--- src/rtl/led_blink_scheduler.sv ---
// led_blink_scheduler
// Arbitrates the four board LEDs (LED12..LED15) between up to four requesters.
// The lowest-index requester wins and plays a latched pattern for a number of
// TICK_DIV-cycle phases, alternating pattern / dark. With no owner, the LEDs
// show a slow all-on / all-off heartbeat. Every output is a flop output.
module led_blink_scheduler #(
  parameter int unsigned           TICK_W   = 28,
  parameter logic [TICK_W-1:0]     TICK_DIV = 28'h4000000
) (
  input  logic        osc_clk,
  input  logic        RST_N,
  input  logic [3:0]  req,
  input  logic [15:0] pat,
  input  logic [15:0] cnt,
  output logic [3:0]  grant,
  output logic [3:0]  done,
  output logic        busy,
  output logic        LED12,
  output logic        LED13,
  output logic        LED14,
  output logic        LED15
);

  localparam logic [1:0] ST_IDLE = 2'd0;
  localparam logic [1:0] ST_PLAY = 2'd1;
  localparam logic [1:0] ST_DONE = 2'd2;

  localparam logic [TICK_W-1:0] TICK_LAST = TICK_DIV - 1'b1;

  // Fixed priority: bit 0 is the most important requester.
  function automatic logic [1:0] pick_lowest(input logic [3:0] r);
    if (r[0])      return 2'd0;
    else if (r[1]) return 2'd1;
    else if (r[2]) return 2'd2;
    else           return 2'd3;
  endfunction

  // A phase count of zero still plays one phase.
  function automatic logic [3:0] clamp_min1(input logic [3:0] c);
    return (c == 4'd0) ? 4'd1 : c;
  endfunction

  // LED image for a given controller state.
  function automatic logic [3:0] led_image(input logic [1:0] st,
                                           input logic       hb,
                                           input logic       ph,
                                           input logic [3:0] sp);
    logic [3:0] img;
    img = 4'b0000;
    if (st == ST_IDLE)
      img = {4{hb}};
    else if (st == ST_PLAY)
      img = ph ? 4'b0000 : sp;
    return img;
  endfunction

  // Registered state (stage 1)
  logic [1:0]        state_p1;
  logic [TICK_W-1:0] tcnt_p1;
  logic              hb_p1;
  logic [3:0]        rem_p1;
  logic              phase_p1;
  logic [3:0]        spat_p1;
  logic [3:0]        own_p1;
  logic [3:0]        grant_p1;
  logic [3:0]        done_p1;
  logic              busy_p1;
  logic [3:0]        led_p1;

  // Next-state decision (stage 0)
  logic [1:0]        state_p0;
  logic [TICK_W-1:0] tcnt_p0;
  logic              hb_p0;
  logic [3:0]        rem_p0;
  logic              phase_p0;
  logic [3:0]        spat_p0;
  logic [3:0]        own_p0;
  logic              tick_p0;
  logic [1:0]        win_p0;
  logic              owner_held_p0;

  assign tick_p0       = (tcnt_p1 == TICK_LAST);
  assign win_p0        = pick_lowest(req);
  assign owner_held_p0 = |(req & own_p1);

  // Next-state logic: tick counter, heartbeat, arbitration and play sequencing.
  always_comb begin
    state_p0 = state_p1;
    tcnt_p0  = tick_p0 ? '0 : tcnt_p1 + 1'b1;
    hb_p0    = hb_p1;
    rem_p0   = rem_p1;
    phase_p0 = phase_p1;
    spat_p0  = spat_p1;
    own_p0   = own_p1;

    case (state_p1)
      ST_IDLE: begin
        if (tick_p0)
          hb_p0 = ~hb_p1;
        if (req != 4'b0000) begin
          // Latch the winner's pattern and count so later input changes
          // cannot disturb the play; restart the phase timer.
          own_p0   = 4'b0001 << win_p0;
          spat_p0  = pat[{win_p0, 2'b00} +: 4];
          rem_p0   = clamp_min1(cnt[{win_p0, 2'b00} +: 4]);
          phase_p0 = 1'b0;
          tcnt_p0  = '0;
          state_p0 = ST_PLAY;
        end
      end

      ST_PLAY: begin
        if (!owner_held_p0) begin
          // Owner withdrew: abort immediately, independent of the tick.
          state_p0 = ST_DONE;
        end else if (tick_p0) begin
          if (rem_p1 == 4'd1) begin
            state_p0 = ST_DONE;
          end else begin
            rem_p0   = rem_p1 - 4'd1;
            phase_p0 = ~phase_p1;
          end
        end
      end

      ST_DONE: begin
        // Heartbeat restarts cleanly from dark with a full first period.
        hb_p0    = 1'b0;
        tcnt_p0  = '0;
        own_p0   = 4'b0000;
        state_p0 = ST_IDLE;
      end

      default: begin
        state_p0 = ST_IDLE;
        own_p0   = 4'b0000;
      end
    endcase
  end

  // Controller state registers; reset returns to a dark, idle scheduler.
  always_ff @(posedge osc_clk or negedge RST_N) begin
    if (!RST_N) begin
      state_p1 <= ST_IDLE;
      tcnt_p1  <= '0;
      hb_p1    <= 1'b0;
      rem_p1   <= 4'd0;
      phase_p1 <= 1'b0;
      spat_p1  <= 4'b0000;
      own_p1   <= 4'b0000;
    end else begin
      state_p1 <= state_p0;
      tcnt_p1  <= tcnt_p0;
      hb_p1    <= hb_p0;
      rem_p1   <= rem_p0;
      phase_p1 <= phase_p0;
      spat_p1  <= spat_p0;
      own_p1   <= own_p0;
    end
  end

  // Output registers are loaded from the next state so they change in the
  // same cycle as the state they describe, with no combinational outputs.
  always_ff @(posedge osc_clk or negedge RST_N) begin
    if (!RST_N) begin
      grant_p1 <= 4'b0000;
      done_p1  <= 4'b0000;
      busy_p1  <= 1'b0;
      led_p1   <= 4'b0000;
    end else begin
      grant_p1 <= (state_p0 == ST_PLAY) ? own_p0 : 4'b0000;
      done_p1  <= (state_p0 == ST_DONE) ? own_p0 : 4'b0000;
      busy_p1  <= (state_p0 != ST_IDLE);
      led_p1   <= led_image(state_p0, hb_p0, phase_p0, spat_p0);
    end
  end

  assign grant = grant_p1;
  assign done  = done_p1;
  assign busy  = busy_p1;
  assign LED12 = led_p1[0];
  assign LED13 = led_p1[1];
  assign LED14 = led_p1[2];
  assign LED15 = led_p1[3];

endmodule

--- config.mk ---
export PLATFORM = sky130hd
export DESIGN_NAME = led_blink_scheduler
export DESIGN_NICKNAME = d
export VERILOG_FILES = /design/src/rtl/led_blink_scheduler.sv
export SDC_FILE = /design/constraint.sdc
export NUM_CORES = 1
export LEC_CHECK = 0
export BUFFER_PORTS_ARGS = -buffer_cell sky130_fd_sc_hd__buf_2
export CAP_MARGIN = 5
export CELL_PAD_IN_SITES_DETAIL_PLACEMENT = 0
export CELL_PAD_IN_SITES_GLOBAL_PLACEMENT = 1
export CORE_AREA = 2 2 87 89
export CTS_BUF_LIST = sky130_fd_sc_hd__clkbuf_16
export CTS_CLUSTER_SIZE = 16
export DETAILED_ROUTE_END_ITERATION = 8
export DIE_AREA = 0 0 89 91
export HOLD_SLACK_MARGIN = 0.15
export PLACE_DENSITY = 0.86
export SLEW_MARGIN = 20
export SYNTH_ARGS = -nofsm -noshare
export SYNTH_HDL_FRONTEND = slang
export SYNTH_SLANG_ARGS = --single-unit
--- constraint.sdc ---
create_clock -name osc_clk -period 2.5 [get_ports osc_clk]
set_input_delay 0.375 -clock osc_clk [delete_from_list [all_inputs] [get_ports osc_clk]]
set_output_delay 0.375 -clock osc_clk [all_outputs]
set_load 0.02 [all_outputs]
# [After elaboration in Yosys (flattened, before gate mapping)]
# Cells that the tools add are included.
[totals] ff_bits=57 out_inout_bits=13
[op_classes] shift=3 muxes=33 reduce_logical=8 eq_ne=10 n_addsub=2 n_bitwise=3
[op_table] op="2-to-1 mux 28 bit" n=2
[op_table] op="one-hot mux 28 bit (2 select lines)" n=1
[op_table] op="2-to-1 mux 4 bit" n=13
[op_table] op="variable part select 16 x 5 -> 4 bit" n=2
[op_table] op="adder 28 x 1 -> 28 bit, second input constant" n=1
[op_table] op="== test 28 x 26 -> 1 bit, second input constant" n=1
[op_table] op="one-hot mux 4 bit (2 select lines)" n=2
[op_table] op="2-to-1 mux 2 bit" n=6
[op_table] op="inequality test 2 bit, second input constant" n=4
[op_table] op="2-to-1 mux 1 bit" n=6
[op_table] op="AND reduction 5 bit" n=1
[op_table] op="bitwise AND 4 bit" n=1
[op_table] op="== test 2 x 1 -> 1 bit, second input constant" n=2
[op_table] op="== test 2 bit, second input constant" n=2
[op_table] op="== test 4 x 1 -> 1 bit, second input constant" n=1
[op_table] op="zero test 2 bit" n=2
[op_table] op="zero test 4 bit" n=1
[op_table] op="one-hot mux 1 bit (2 select lines)" n=2
[op_table] op="one-hot mux 2 bit (2 select lines)" n=1
[op_table] op="nonzero test 2 bit" n=2
[op_table] op="nonzero test 4 bit" n=1
[op_table] op="OR reduction 4 bit" n=1
[op_table] op="left shift 1 x 2 -> 4 bit, first input constant" n=1
[op_table] op="subtractor 4 x 1 -> 4 bit, second input constant" n=1
[op_table] op="inverter 1 bit" n=2

# [Depth between registers and ports, before layout]
[logic_depth] word_depth=9 mapped_depth=8 ltp_nobuf=7

# [Worst setup path after synthesis]
# No wires, ideal clock.
[synth_timing] kind="flip-flop to flip-flop" startpoint="register tcnt_p1[0]" endpoint="register led_p1[0]" path_slack_ns=0.587 setup_ns=0.087 path_buffers=1 t_arrival_ns=1.827 synth_period_minus_slack_ns=1.913 path_stages_with_launch=8 path_cell_list="dfrtp_1 -> ha_1 -> and3_1 -> and4_1 -> clkbuf_1 -> a21bo_2 -> a2111o_1 -> o211ai_1"
[synth_between] elab_chain_len=7 elab_cells_between_ends=14 classes_between="eq/ne: 2; mux: 11; reduce/logical: 1"
[synth_lines] item="start: declaration" line="59" text="logic [TICK_W-1:0] tcnt_p1;"
[synth_lines] item="start signal: assignment" line="153" text="tcnt_p1 <= tcnt_p0;"
[synth_lines] item="== test 28 x 26 -> 1 bit *" line="82" text="assign tick_p0 = (tcnt_p1 == TICK_LAST);"
[synth_lines] item="2-to-1 mux 2 bit / 2-to-1 mux 1 bit (equally long branches)" line="116" text="end else if (tick_p0) begin"
[synth_lines] item="2-to-1 mux 2 bit / 2-to-1 mux 1 bit (equally long branches)" line="113" text="if (!owner_held_p0) begin"
[synth_lines] item="one-hot mux 2 bit (2 select lines) / one-hot mux 1 bit (2 select lines) (equally long branches)" line="96" text="case (state_p1)"
[synth_lines] item="== test 2 x 1 -> 1 bit / 2-to-1 mux 4 bit (equally long branches)" line="52, 53"
[synth_lines] item="2-to-1 mux 4 bit" line="52" text="else if (st == ST_PLAY)"
[synth_lines] item="2-to-1 mux 4 bit *" line="50" text="if (st == ST_IDLE)"
[synth_lines] item="end signal: assignment" line="174" text="led_p1 <= led_image(state_p0, hb_p0, phase_p0, spat_p0);"
[synth_lines] item="end: declaration" line="68" text="logic [3:0] led_p1;"
# Every way passes the cells marked *; elsewhere a longest branch is shown, timed or not.
# A chain may end at the register's enable or synchronous reset.

# [Final worst setup path]
[layout_timing] startpoint="register rem_p1[1]" endpoint="register led_p1[3]"
[layout_between] elab_chain_len=8 elab_cells_between_ends=14 classes_between="eq/ne: 2; mux: 11; reduce/logical: 1"
[layout_lines] item="start: declaration" line="61" text="logic [3:0] rem_p1;"
[layout_lines] item="start signal: assignment" line="155" text="rem_p1 <= rem_p0;"
[layout_lines] item="== test 4 x 1 -> 1 bit *" line="117" text="if (rem_p1 == 4'd1) begin"
[layout_lines] item="2-to-1 mux 2 bit / 2-to-1 mux 1 bit (equally long branches)" line="117"
[layout_lines] item="2-to-1 mux 2 bit / 2-to-1 mux 1 bit (equally long branches)" line="116"
[layout_lines] item="2-to-1 mux 2 bit / 2-to-1 mux 1 bit (equally long branches)" line="113"
[layout_lines] item="one-hot mux 2 bit (2 select lines) / one-hot mux 1 bit (2 select lines) (equally long branches)" line="96"
[layout_lines] item="== test 2 x 1 -> 1 bit / 2-to-1 mux 4 bit (equally long branches)" line="52, 53"
[layout_lines] item="2-to-1 mux 4 bit" line="52"
[layout_lines] item="2-to-1 mux 4 bit *" line="50"
# Marked as above.

==> results.toml <==
[pwr]
sw_frac_of_total_pct = 33.3
p_seq_share_pct = 34.5
p_comb_share_pct = 28.0
vdd_drop_max_mv = 0.588
power_density_nw_per_um2 = 951
internal_power_w = 0.00237
clock_power_share_pct = 37.4
p_leak_nw = 1.76
switchingPower_w = 0.00118

[min_path]
min_path_cells = 4
worst_hold_path.endpoint = "spat_p1[3]"
hold_path_class = "in -> reg"
worstHoldStart = "pat[3]"

[timing]
grt_setup_unrepaired = "false"
hold_viol_final = 0
fin_tns_setup_ns = 0
setup_viol = 0
fin_skew_ns = 0.00567
worstMarginPinSlew_ns = 0.629
timing.slew.headroom_pct = 57.7
maxSlewViolCount = 0
period_share_pct = 88.1
min_period_ns = 2.20
whs_ns = 0.449
fmax_mhz = 454

[placement]
gp_congestion = 0.825
dp_hpwl_um = 4640
dpl.cell_count = 458
io_buffers = 50

[setup_path]
critPathMaxFanout = 4
reg2regPathDepth = 7
path_class = "reg -> reg"
worst_path_max_delay_cell = "nor3b_1"
cpPeakStageDelay_ns = 0.50
r2r_setup_slack_ns = 0.30
worstPathRequired_ns = 2.69
path_buf_inv = 1
r2r-end = "led_p1[3]"
startpoint_type = "flip-flop"
critPathTopFamily = "simple AND/OR/NAND/NOR gates"
end_kind = "flip-flop"
r2r-start = "rem_p1[1]"
cp_data_arrival_time_ns = 2.39
cp_cell_sequence = "inv_1, ha_1, nor3b_1, a2111oi_0, and3_2, nor3_1, o211ai_1"

[logic_synthesis]
syn_area_um2 = 3010
yosys_warnings = 0
synth.most_common_cell = "dfrtp_1"
synth-simple-area-share_pct = 24.9
syn_inst = 316
synth_nets = 357
synth_xor_area_share_pct = 7.27
synth.top_cells.by_area = "dfrtp_1 47%, nor2_1 5.4%, mux2i_1 4.7%"
netlist.area_leader.share_pct = 47.4
synth_top_family_by_area = "simple AND/OR/NAND/NOR gates"
ys.flop_type = "dfrtp_1"
synth-seq-cells = 57
synth_mux_area_share_pct = 4.65
synth_edf_count = 0
synth_compound_area_share_pct = 10.6
avgSynthCellArea_um2 = 9.53
synth_fa_ha_area_share_pct = 1.25
yosysSeqAreaShare_pct = 47.4
synth_cell_types = 46
yosys-top-cells-count = "57 x dfrtp_1, 43 x nor2_1, 22 x nand2_1"
yosysTopAreaCell = "dfrtp_1"
synthArstFlopShare_pct = 100

[floorplanning]
io_pins = 51
die_w_um = 89
fp-row-count = 31
start_util_pct = 42.2
die_h_um = 91
die_area_um2 = 8100
coreArea_um2 = 7140

[clocking]
cts_tree = "built"
numCtsBuffers = 9
cts_hold_buf = 1
cts-root-buf = "clkbuf_16"
cts_setup_buffers = 0
cts.sinks = 57
cts_max_level = 3
clkTransAtPathRegs_ns = 0.05
clk_latency_ns = 0.33
clk_path_buf_depth = 2
postCtsResizedCells = 0

[job]
maxCapViolations = 0

[global_routing]
global_route.usage.total_pct = 17.4
grt_max_degree = 58
grt-ovfl-total = 0
antenna_found_initial = 0
grt_first_pass_wirelength_um = 11100
grt_pass1_vias = 2474

[drt]
num_vias = 2505
wl_per_cell_um = 13.6
first_iter_violations = 82
ant_nets = 0
wirelength_um = 6460
vias_per_cell = 5.27
drt_pass1_iterations = 5
drc = 0

[layout]
final_nets = 412
fin_cells = 475
areaGrowthSynthToFinish_pct = 23.9
n_antenna_cell = 0
drive_gt1_share_pct = 20.7

[run_status]
status = "finished, final reports clean"
-- flip-flops by register name, indices dropped and copies added (netlist names) --
signal	flops
grant	4
state_p1	2
tcnt_p1	28
own_p1	4
led_p1	4
done	4
rem_p1	4
busy	1
spat_p1	4
phase_p1	1
hb_p1	1
-- cell type report --
type,instances,area (um^2)
tap,99,124
clock inverter,7,103
multi-input combinational,231,1470
clock buffer,9,225
fill,689,3400
inverter,15,56.3
sequential,57,1430
timing repair buffer,57,330
-- metal layers --
layer	vias to the layer above	global-route usage, %	wire length [um]
met5	-	0	0
met4	0	4.98	91
met3	13	6.27	322
met2	71	27.8	3190
met1	1188	22.1	2850
li1	1233	-	-
-- layout by cell type, fill, tap and decap left out, types with 9 or more instances in the layout --
cell type	n
nand3_1	14
nor3_1	9
clkbuf_16	9
dfrtp_1	57
inv_1	15
xor2_1	11
o21ai_0	11
nand4_1	14
xnor2_1	14
nor2_1	43
buf_2	50
mux2i_1	14
nand2_1	22
-- power by group through the flow --
stage | Sequential (W) | Clock (W) | Combinational [W]
3_5_place_dp | 0.00124 | 0 | 0.00101
6_report | 0.00123 | 0.00133 | 0.000995
2_1_floorplan | 0.00127 | 0 | 0.000653
4_1_cts | 0.00122 | 0.00135 | 0.00101
3_3_place_gp | 0.00123 | 0 | 0.000997
5_1_grt | 0.00125 | 0.00140 | 0.00113
-- tightest hold or removal path, delay by kind of cell --
family	cells	cell delay, ns
buffers and inverters	2	0.12
AOI/OAI and AO/OA	1	0.19
muxes	1	0.06
-- worst max-delay path by stage --
| stage | start | endpoint | slack [ns] | depth (start not counted) |
|---|---|---|---|---|
| 6_report | rem_p1[1] | led_p1[3] | 0.30 | 7 |
| 3_3_place_gp | req[0] | led_p1[0] | 0.38 | 6 |
| 3_5_place_dp | rem_p1[1] | led_p1[3] | 0.36 | 7 |
| 4_1_cts | rem_p1[1] | led_p1[3] | 0.27 | 7 |
| 2_1_floorplan | tcnt_p1[0] | led_p1[0] | 0.59 | 7 |
| 5_1_grt | rem_p1[1] | led_p1[3] | 0.11 | 7 |
-- per-stage QoR --
| stage | power (W) | worst slack [ns] | area, um^2 | util (%) |
|---|---|---|---|---|
| after CTS | 0.00359 | 0.273 | 3730 | 52.3 |
| final | 0.00355 | 0.297 | 3730 | 52.3 |
| after global routing | 0.00377 | 0.106 | 3730 | 52.3 |
| after global placement | 0.00223 | 0.385 | 3390 | 47.6 |
| after floorplan | 0.00193 | 0.587 | 3010 | - |
| after detailed placement | 0.00225 | 0.361 | 3390 | 47.6 |
-- cell families after synthesis --
group	after synthesis
AND/OR/NAND/NOR	143
adder cells (fa/ha/maj)	3
XOR/XNOR	25
buffers and inverters	28
flip-flops	57
AO/OA/AOI/OAI	46
multiplexers	14
Power figures use the tool's default switching activity.
